$ cat src/rtl/spfp_pkg.sv
// Shared single-precision FP types and constants for the ALU datapath.
package spfp_pkg;
  localparam int          BIAS     = 127;
  localparam int          EXP_MAX  = 255;
  localparam int          UP_EXP_W = 10;
  localparam logic [31:0] QNAN     = 32'h7FC00000;

  typedef struct packed {
    logic ovf;
    logic unf;
    logic inx;
  } spfp_flags_t;

  // Unnormalised result as produced by the add/sub significand datapath.
  typedef struct packed {
    logic                sign;
    logic [UP_EXP_W-1:0] exp;
    logic [27:0]         sig;
    logic                nan;
    logic                inf;
  } unpacked_t;
endpackage

$ cat src/rtl/spfp_lzc27.sv
// Combinational leading-zero counter over 27 bits (all-zero input yields 0).
module spfp_lzc27 (
  input  logic [26:0] a_i,
  output logic [4:0]  cnt_o
);
  logic found;

  // Priority scan from the MSB; first set bit fixes the count.
  always_comb begin
    cnt_o = '0;
    found = 1'b0;
    for (int i = 26; i >= 0; i--) begin
      if (!found && a_i[i]) begin
        cnt_o = 5'(26 - i);
        found = 1'b1;
      end
    end
  end
endmodule

$ cat src/rtl/spfp_norm_round.sv
// Post-add normalise / round-to-nearest-even / pack stage, two pipeline stages.
module spfp_norm_round
  import spfp_pkg::*;
#(
  parameter int EXP_W         = 10,
  parameter bit FLUSH_SUBNORM = 1'b1
) (
  input  logic             clk,
  input  logic             rst_n,
  input  logic             in_valid,
  output logic             in_ready,
  input  logic             in_sign,
  input  logic [EXP_W-1:0] in_exp,
  input  logic [27:0]      in_sig,
  input  logic             in_nan,
  input  logic             in_inf,
  output logic             out_valid,
  input  logic             out_ready,
  output logic [31:0]      out_z,
  output logic             out_ovf,
  output logic             out_unf,
  output logic             out_inx
);
  unpacked_t in_u;
  assign in_u = '{sign: in_sign, exp: in_exp, sig: in_sig, nan: in_nan, inf: in_inf};

  // Handshake: each stage advances when its downstream slot is free.
  logic s1_valid_q, s2_valid_q;
  logic adv1, adv2;
  assign adv2      = !s2_valid_q || out_ready;
  assign adv1      = !s1_valid_q || adv2;
  assign in_ready  = adv1;
  assign out_valid = s2_valid_q;

  // ---------------- Stage 1: normalise ----------------
  logic [4:0]       lz;
  logic [26:0]      sh;
  logic [23:0]      m_d, m_q;
  logic             g_d, r_d, s_d, g_q, r_q, s_q;
  logic [EXP_W-1:0] exp_d, exp_q;
  logic             zero_d, zero_q, sign_q, nan_q, inf_q;

  spfp_lzc27 u_lzc (.a_i(in_u.sig[26:0]), .cnt_o(lz));

  assign sh = in_u.sig[26:0] << lz;

  // Carry-out shifts right one (folding the dropped bit into sticky), else left by lz.
  always_comb begin
    zero_d = (in_u.sig == 28'd0);
    if (in_u.sig[27]) begin
      m_d   = in_u.sig[27:4];
      g_d   = in_u.sig[3];
      r_d   = in_u.sig[2];
      s_d   = in_u.sig[1] | in_u.sig[0];
      exp_d = in_u.exp + EXP_W'(1);
    end else begin
      m_d   = sh[26:3];
      g_d   = sh[2];
      r_d   = sh[1];
      s_d   = sh[0];
      exp_d = in_u.exp - EXP_W'(lz);
    end
  end

  // Stage 1 register: loads on every accepted input.
  always_ff @(posedge clk) begin
    if (!rst_n) begin
      s1_valid_q <= 1'b0;
      m_q        <= '0;
      {g_q, r_q, s_q} <= '0;
      exp_q      <= '0;
      {zero_q, sign_q, nan_q, inf_q} <= '0;
    end else if (adv1) begin
      s1_valid_q <= in_valid;
      if (in_valid) begin
        m_q    <= m_d;
        g_q    <= g_d;
        r_q    <= r_d;
        s_q    <= s_d;
        exp_q  <= exp_d;
        zero_q <= zero_d;
        sign_q <= in_u.sign;
        nan_q  <= in_u.nan;
        inf_q  <= in_u.inf;
      end
    end
  end

  // ---------------- Stage 2: round and pack ----------------
  logic             up;
  logic [24:0]      m25;
  logic [22:0]      frac;
  logic [EXP_W-1:0] e2;
  logic [31:0]      z_d, z_q;
  spfp_flags_t      flags_d, flags_q;
  logic             unused_hidden;

  // Hidden bit is implied by the packed format and never stored.
  assign unused_hidden = m25[23];

  // RNE increment; a carry out of the mantissa renormalises by one.
  always_comb begin
    up   = g_q & (r_q | s_q | m_q[0]);
    m25  = {1'b0, m_q} + {24'b0, up};
    frac = m25[22:0];
    e2   = exp_q;
    if (m25[24]) begin
      frac = m25[23:1];
      e2   = exp_q + EXP_W'(1);
    end
    flags_d     = '0;
    flags_d.inx = g_q | r_q | s_q;
    z_d         = {sign_q, e2[7:0], frac};
    if (nan_q) begin
      z_d     = QNAN;
      flags_d = '0;
    end else if (inf_q) begin
      z_d     = {sign_q, 8'hFF, 23'b0};
      flags_d = '0;
    end else if (zero_q) begin
      z_d     = {sign_q, 31'b0};
      flags_d = '0;
    end else if ($signed(e2) >= $signed(EXP_W'(EXP_MAX))) begin
      z_d     = {sign_q, 8'hFF, 23'b0};
      flags_d = '{ovf: 1'b1, unf: 1'b0, inx: 1'b1};
    end else if (FLUSH_SUBNORM && ($signed(e2) <= $signed(EXP_W'(0)))) begin
      // Only flush-to-zero is supported; subnormal outputs are never produced.
      z_d     = {sign_q, 31'b0};
      flags_d = '{ovf: 1'b0, unf: 1'b1, inx: 1'b1};
    end
  end

  // Stage 2 register: holds the result while the consumer stalls.
  always_ff @(posedge clk) begin
    if (!rst_n) begin
      s2_valid_q <= 1'b0;
      z_q        <= '0;
      flags_q    <= '0;
    end else if (adv2) begin
      s2_valid_q <= s1_valid_q;
      if (s1_valid_q) begin
        z_q     <= z_d;
        flags_q <= flags_d;
      end
    end
  end

  assign out_z   = z_q;
  assign out_ovf = flags_q.ovf;
  assign out_unf = flags_q.unf;
  assign out_inx = flags_q.inx;
endmodule

$ cat config.mk
export PLATFORM = sky130hd
export DESIGN_NAME = spfp_norm_round
export DESIGN_NICKNAME = d
export VERILOG_FILES = /design/src/rtl/spfp_pkg.sv /design/src/rtl/spfp_lzc27.sv /design/src/rtl/spfp_norm_round.sv
export SDC_FILE = /design/constraint.sdc
export NUM_CORES = 1
export LEC_CHECK = 0
export CORE_AREA = 2 2 114 116
export CTS_BUF_LIST = sky130_fd_sc_hd__clkbuf_4
export DETAILED_ROUTE_END_ITERATION = 6
export DIE_AREA = 0 0 116 118
export GPL_TIMING_DRIVEN = 0
export PLACE_DENSITY = 0.8
export REMOVE_ABC_BUFFERS = 1
export SKIP_CTS_REPAIR_TIMING = 1
export SLEW_MARGIN = 40
export SYNTH_ARGS = -nofsm -noshare
export SYNTH_HDL_FRONTEND = slang
export SYNTH_SLANG_ARGS = --single-unit
$ cat constraint.sdc
create_clock -name clk -period 7.16 [get_ports clk]
set_input_delay 1.432 -clock clk [delete_from_list [all_inputs] [get_ports clk]]
set_output_delay 1.432 -clock clk [all_outputs]
set_load 0.05 [all_outputs]
* Word level (Yosys, flattened, before mapping) *
Cells that the tools add are included.
W data, S select, Z words.

cells by class
  multiplexer cells = 69
  shift operators = 1
  $lt $le $gt $ge = 2
  $add $sub $neg = 4
  reduce and logical (&&, ||, !) cells = 59
  bitwise operators = 6

operator list
  kind                     number
  $mux W31                 4
  $mux W5                  11
  $mux W32                 1
  $mux W4                  8
  $mux W1                  30
  $logic_not A1 Y1         28
  $logic_not A28 Y1        1
  $shl A27 B5 Y27          1
  $logic_and A1 B1 Y1      26
  $add A24 B1 Y25          1
  $mux W24                 1
  $mux W3                  8
  $mux W23                 1
  $add A10 B1 Y10 const B  2
  $mux W10                 2
  $ge A10 B9 Y1 const B    1
  $le A10 B1 Y1 const B    1
  $sub A10 B5 Y10          1
  $mux W2                  3
  $or A1 B1 Y1             5
  $reduce_and A2 Y1        2
  $logic_or A1 B1 Y1       2
  $and A1 B1 Y1            1

storage, ports and cells
  input bits = 45
  logic and storage cells = 156
  flip-flop bits (word level) = 78
  output and inout port bits = 37

* Logic depth before layout (Yosys ltp) *
  word-level depth = 81
  mapped depth = 20
  mapped depth without buffers = 17

* Modules after synthesis *
Synthesis repeated with hierarchy kept, for this count alone.

second synthesis, totals
  cells, all modules = 788
  area, all modules = 6,328.6 µm²

by module, submodules not included
  module           seq. area each (µm²)  area each (µm²)  times used  cells each
  spfp_norm_round  1,561.5               5,992.0          1           732
  spfp_lzc27       0.0                   336.6            1           56

* Worst setup path before layout *
OpenSTA, ideal clock, no wires.

  path type = input to register
  start point = input in_sig[9]
  end point = register exp_q[8]
  arrival = 5.228 ns
  stages on the path = 19
  setup slack = 1.872 ns
  data required time = 7.100 ns
  library setup time = 0.060 ns
  cell sequence = clkbuf_2 nor4_1 o211ai_1 a21oi_1 a2111o_2 inv_2 buf_6 clkbuf_1 ha_1 and3_1 ha_1 nor2b_1 ha_1 a21boi_0 o21ai_0 a21boi_0 o21ai_0 a2111oi_0 a311o_1

on the way
  longest elaborated chain between the ends = 31
  elaborated cells on any way between the ends = 40
  classes of those cells = 1 x add/sub; 20 x mux; 19 x reduce/logical

RTL lines
  element                  RTL line               text
  start: declaration       spfp_norm_round.sv:14  input logic [27:0] in_sig,
  $logic_and A1 B1 Y1 (*)  spfp_lzc27.sv:13       if (!found && a_i[i]) begin
  $mux W1                  spfp_lzc27.sv:13
  $logic_not A1 Y1         spfp_lzc27.sv:13
  $logic_and A1 B1 Y1      spfp_lzc27.sv:13
  $mux W1                  spfp_lzc27.sv:13
  $logic_not A1 Y1         spfp_lzc27.sv:13
  $logic_and A1 B1 Y1      spfp_lzc27.sv:13
  $mux W1                  spfp_lzc27.sv:13
  [... 15 more ...]        n/a
  $logic_not A1 Y1         spfp_lzc27.sv:13
  $logic_and A1 B1 Y1      spfp_lzc27.sv:13
  $mux W1                  spfp_lzc27.sv:13
  $logic_not A1 Y1         spfp_lzc27.sv:13
  $logic_and A1 B1 Y1      spfp_lzc27.sv:13
  $mux W5 (*)              spfp_lzc27.sv:13
  $sub A10 B5 Y10 (*)      spfp_norm_round.sv:61  exp_d = in_u.exp - EXP_W'(lz);
  $mux W10 (*)             spfp_norm_round.sv:50  if (in_u.sig[27]) begin
  end signal: assignment   spfp_norm_round.sv:80  exp_q <= exp_d;
  end: declaration         spfp_norm_round.sv:40  logic [EXP_W-1:0] exp_d, exp_q;

Every way passes the cells marked *; elsewhere a longest branch is shown, timed or not.
A chain may end at the register's enable or synchronous reset.

* Worst setup path in the final report *
  start point = input in_sig[18]
  end point = register exp_q[8]

on the way
  longest elaborated chain between the ends = 58
  elaborated cells on any way between the ends = 76
  classes of those cells = 1 x add/sub; 38 x mux; 37 x reduce/logical

RTL lines
  element                  RTL line
  $logic_and A1 B1 Y1 (*)  spfp_lzc27.sv:13
  $mux W1                  spfp_lzc27.sv:13
  $logic_not A1 Y1         spfp_lzc27.sv:13
  $logic_and A1 B1 Y1      spfp_lzc27.sv:13
  $mux W1                  spfp_lzc27.sv:13
  $logic_not A1 Y1         spfp_lzc27.sv:13
  $logic_and A1 B1 Y1      spfp_lzc27.sv:13
  $mux W1                  spfp_lzc27.sv:13
  [... 42 more ...]        n/a
  $logic_not A1 Y1         spfp_lzc27.sv:13
  $logic_and A1 B1 Y1      spfp_lzc27.sv:13
  $mux W1                  spfp_lzc27.sv:13
  $logic_not A1 Y1         spfp_lzc27.sv:13
  $logic_and A1 B1 Y1      spfp_lzc27.sv:13
  $mux W5 (*)              spfp_lzc27.sv:13
  $sub A10 B5 Y10 (*)      spfp_norm_round.sv:61
  $mux W10 (*)             spfp_norm_round.sv:50

Marks and branches as above.

==> results.md <==
* Layout cells sized above 1 at 0.07169
* Max clock buf depth at 2
* CTS Root Cell: clkbuf_4
* Final ANT Viol Nets at 0
* Die Y-Extent at 118 um
* Mapped Cells at just under 800
* Htree depth at 3
* CTS clk-pin slew, worst paths at 120 ps
* Worst Path Required at about 7500 ps
* Global-route wire length before repair at 27950 um
* CP top delay family: compound AO/OA/AOI/OAI gates
* EDFF count, synth at 0
* Crit path time final at 6405 ps
* Startpoint types: primary input
* Clock sink count at 78
* CP cell instances: clkdlybuf4s50_1, nor4_1, nand4_1, nor3_2, a2111o_2, inv_2, ha_1, and3_1, ha_1, nor2b_1, ha_1, a21boi_0, o21ai_0, a21boi_0, o21ai_0, a2111oi_0, a311o_1
* Total die area at 13690 sq um
* RSZ-0062 raised after global routing: false
* Vias in the first global route at 5502
* Area contributors post-synth: dfxtp_1, mux2i_1, nand2_1
* Share of the synthesized area in the top cell type at 0.2564
* ANT cells at 0
* Reg2reg setup slack at approximately 3600 ps
* Hold WC Path Type: register to register
* FF-to-FF Start: g_q$_SDFFE_PN0P_
* Core box area at around 12000 sq um
* Status: complete, no violations
* WP depth at 17
* Main flop type after synthesis: dfxtp_1
* Avg Inst Size Synth at roughly 7.8 sq um
* Slew HR at 0.4261
* Max_cap viols at 0
* Final period utilization at 0.8946
* Gr ovfl total at 0
* GP Congestion at roughly 1
* Area Growth Syn to Fin at 15.24%
* Initial antenna violation count at 0
* 1st-iter DRT viols at 853
* Chip Width at 116 um
* Net switching power at 0.3898 mW
* Metal3 WL at 1559 um
* Power share of the clock group at 0.257
* R2r worst-path depth at 10
* Fin. max-slew vios at 0
* Initial core utilization at 0.4906
* Setup violations, final at 0
* Ys async rst share at 0
* Sequential share of power at 0.437
* Footprint of the multi-input gates at 4210 sq um
* Input/output buffers at 81
* CP endpoint kind: register
* Maximum VDD drop at 83.64 uV
* Leakage at 2.496 nW
* Crit path arrival time at between 6000 and 7000 ps
* Cts bufs inserted at 9
* Total Wirelength at around 17000 um
* Tot Pwr at 1.131 mW
* Vias per cell at 6.215
* WS Path Type: primary input to register
* DRC at 0
* Pre-Repair DR Iteration Count at 6
* FILL cells at 1184
* Worst Tran Pin Value at 854.3 ps
* PD cells at 161.2 nW/um^2
* CP max-delay cell: clkdlybuf4s50_1
* Hold Vio Cnt, Final at 0
* I/O pin cnt at 82
* Row Count at 41
* Count of different cell masters after synthesis at 79
* Fmax achieved at 0.1561 GHz
* Setup TNS at 0 ps
* Worst Path Max Fanout at 23
* Setup Skew at approximately 18 ps
* Synth area leader: dfxtp_1
* Worst R2R End: out_z[13]$_SDFFE_PN0P_
* Crit. Startpoint: in_sig[18]
* Highest routed layer: met4
* Routed WL per cell at about 17 um
* Overall Global Routing Usage at 0.2531
* Wire length on met2 at ~7500 um
* Worst-Skew Late Latency at between 400 and 500 ps
* DRT met1 WL at 7606 um
* Power Internal at 0.7415 mW
* Nets at 877
* Net Sw Frac at 0.3445
* Vias at 6184
* Worst setup endpoint: exp_q[8]$_SDFFE_PN0P_
* CP dominant cell by count: ha_1
* CP bufs+invs at 2
* Register area at between 1500 and 2000 sq um
* Sequential area share after synthesis at 0.2564
* Pin count of the biggest net entering global routing at 46
* Max stage delay on crit path at 590 ps
* Number of synthesized register bits at 78
* TritonCTS clock tree: built
* Logic gate share of total power at 0.306
* Yosys warnings at 0
* Post-detail-place hpwl at ~13000 um
* Post-Synthesis Cell Area at around 6000 sq um
## state kept, by name (all words and copies together) (netlist names)
register    count
out_inx         1
out_z          32
s_q             1
out_ovf         1
nan_q           1
s1_valid_q      1
out_valid       1
out_unf         1
sign_q          1
exp_q          10
zero_q          1
inf_q           1
g_q             1
r_q             1
m_q            24
## how the worst min path moves through the flow
stage                           startpoint                     end  slack (ps)  cells past startpoint
floorplan              sign_q$_SDFFE_PN0P_     sign_q$_SDFFE_PN0P_         440                      2
global placement      out_unf$_SDFFE_PN0P_    out_unf$_SDFFE_PN0P_         440                      2
detailed placement   out_z[3]$_SDFFE_PN0P_   out_z[3]$_SDFFE_PN0P_         450                      2
CTS                 out_z[31]$_SDFFE_PN0P_  out_z[31]$_SDFFE_PN0P_         470                      2
global route         out_z[4]$_SDFFE_PN0P_   out_z[4]$_SDFFE_PN0P_         490                      2
finish               out_z[3]$_SDFFE_PN0P_   out_z[3]$_SDFFE_PN0P_         460                      2
## layout make-up
cell class / instances / share of cell area
clock buffer: 9 / 0.009626
clock inverter: 7 / 0.01266
inverter: 20 / 0.01070
multi-input combinational: 628 / 0.5998
sequential: 78 / 0.2225
tap: 172 / 0.03066
timing repair buffer: 81 / 0.1141
## layer usage
metal  vias up  global-route usage
met3        61             0.03502
li1       2968                   -
met1      2816              0.3548
met5         -                   0
met4         0              0.1190
met2       339              0.3808
## worst register-to-register path: cells and delay by family (launching register included)
kind            cells  cell delay (ps)
simple gates        6             1900
xor+xnor            1              360
compound gates      2              560
fa+ha+maj           1              230
flops               1              430
## per-stage QoR
stage | cells | setup WS [ps] | hold slack, ps | utilization | cell area, sq um
finish | 995 | 754.7 | 462.4 | 0.5654 | 7019
global route | 995 | 237.3 | 487.5 | 0.5654 | 7019
CTS | 995 | 536.8 | 469.1 | 0.5638 | 6999
detailed placement | 979 | 78.69 | 445.8 | 0.5512 | 6843
global placement | 979 | 142.6 | 435.9 | 0.5510 | 6840
floorplan | 726 | 1637 | 436.5 | - | 5814
## logic make-up (layout without fill, tap and decap cells)
group	Yosys count	in the layout	synth area share
mux	62	62	0.1107
flops	78	78	0.2564
compound gates	239	239	0.2625
fa+ha+maj	14	14	0.02999
buf+inv	73	117	0.05772
xor+xnor	36	36	0.05177
simple gates	277	277	0.2309
## power by group through the flow
stage / sequential (mW) / clock [mW] / combinational, mW
2_1_floorplan: 0.524 / 0 / 0.195
3_3_place_gp: 0.503 / 0 / 0.333
3_5_place_dp: 0.504 / 0 / 0.336
4_1_cts: 0.494 / 0.293 / 0.338
5_1_grt: 0.499 / 0.310 / 0.373
6_report: 0.495 / 0.291 / 0.346
## cells in the final DEF, fill, tap and decap left out, drive strengths merged, types with 9 or more instances in the layout
cell type,instances
nor4,12
nor2,54
a21oi,63
nor3,19
a221oi,11
xor2,13
mux2i,46
nor2b,10
a31oi,9
nand2,89
xnor2,23
o21ai,63
a211oi,10
dfxtp,78
nand3,24
clkbuf,9
and2,9
mux2,13
inv,20
ha,13
nand4,17
nand2b,13
clkdlybuf4s50,79
## synthesized netlist by cell type, types with 13 or more instances
master	number
nand2_1	88
dfxtp_1	78
a21oi_1	63
o21ai_0	61
nor2_1	53
mux2i_1	46
clkbuf_1	29
nand3_1	24
xnor2_1	23
inv_1	19
nand4_1	16
nor3_1	16
ha_1	13
mux2_2	13
nand2b_1	13
xor2_1	13
Power figures use the tool's default switching activity.
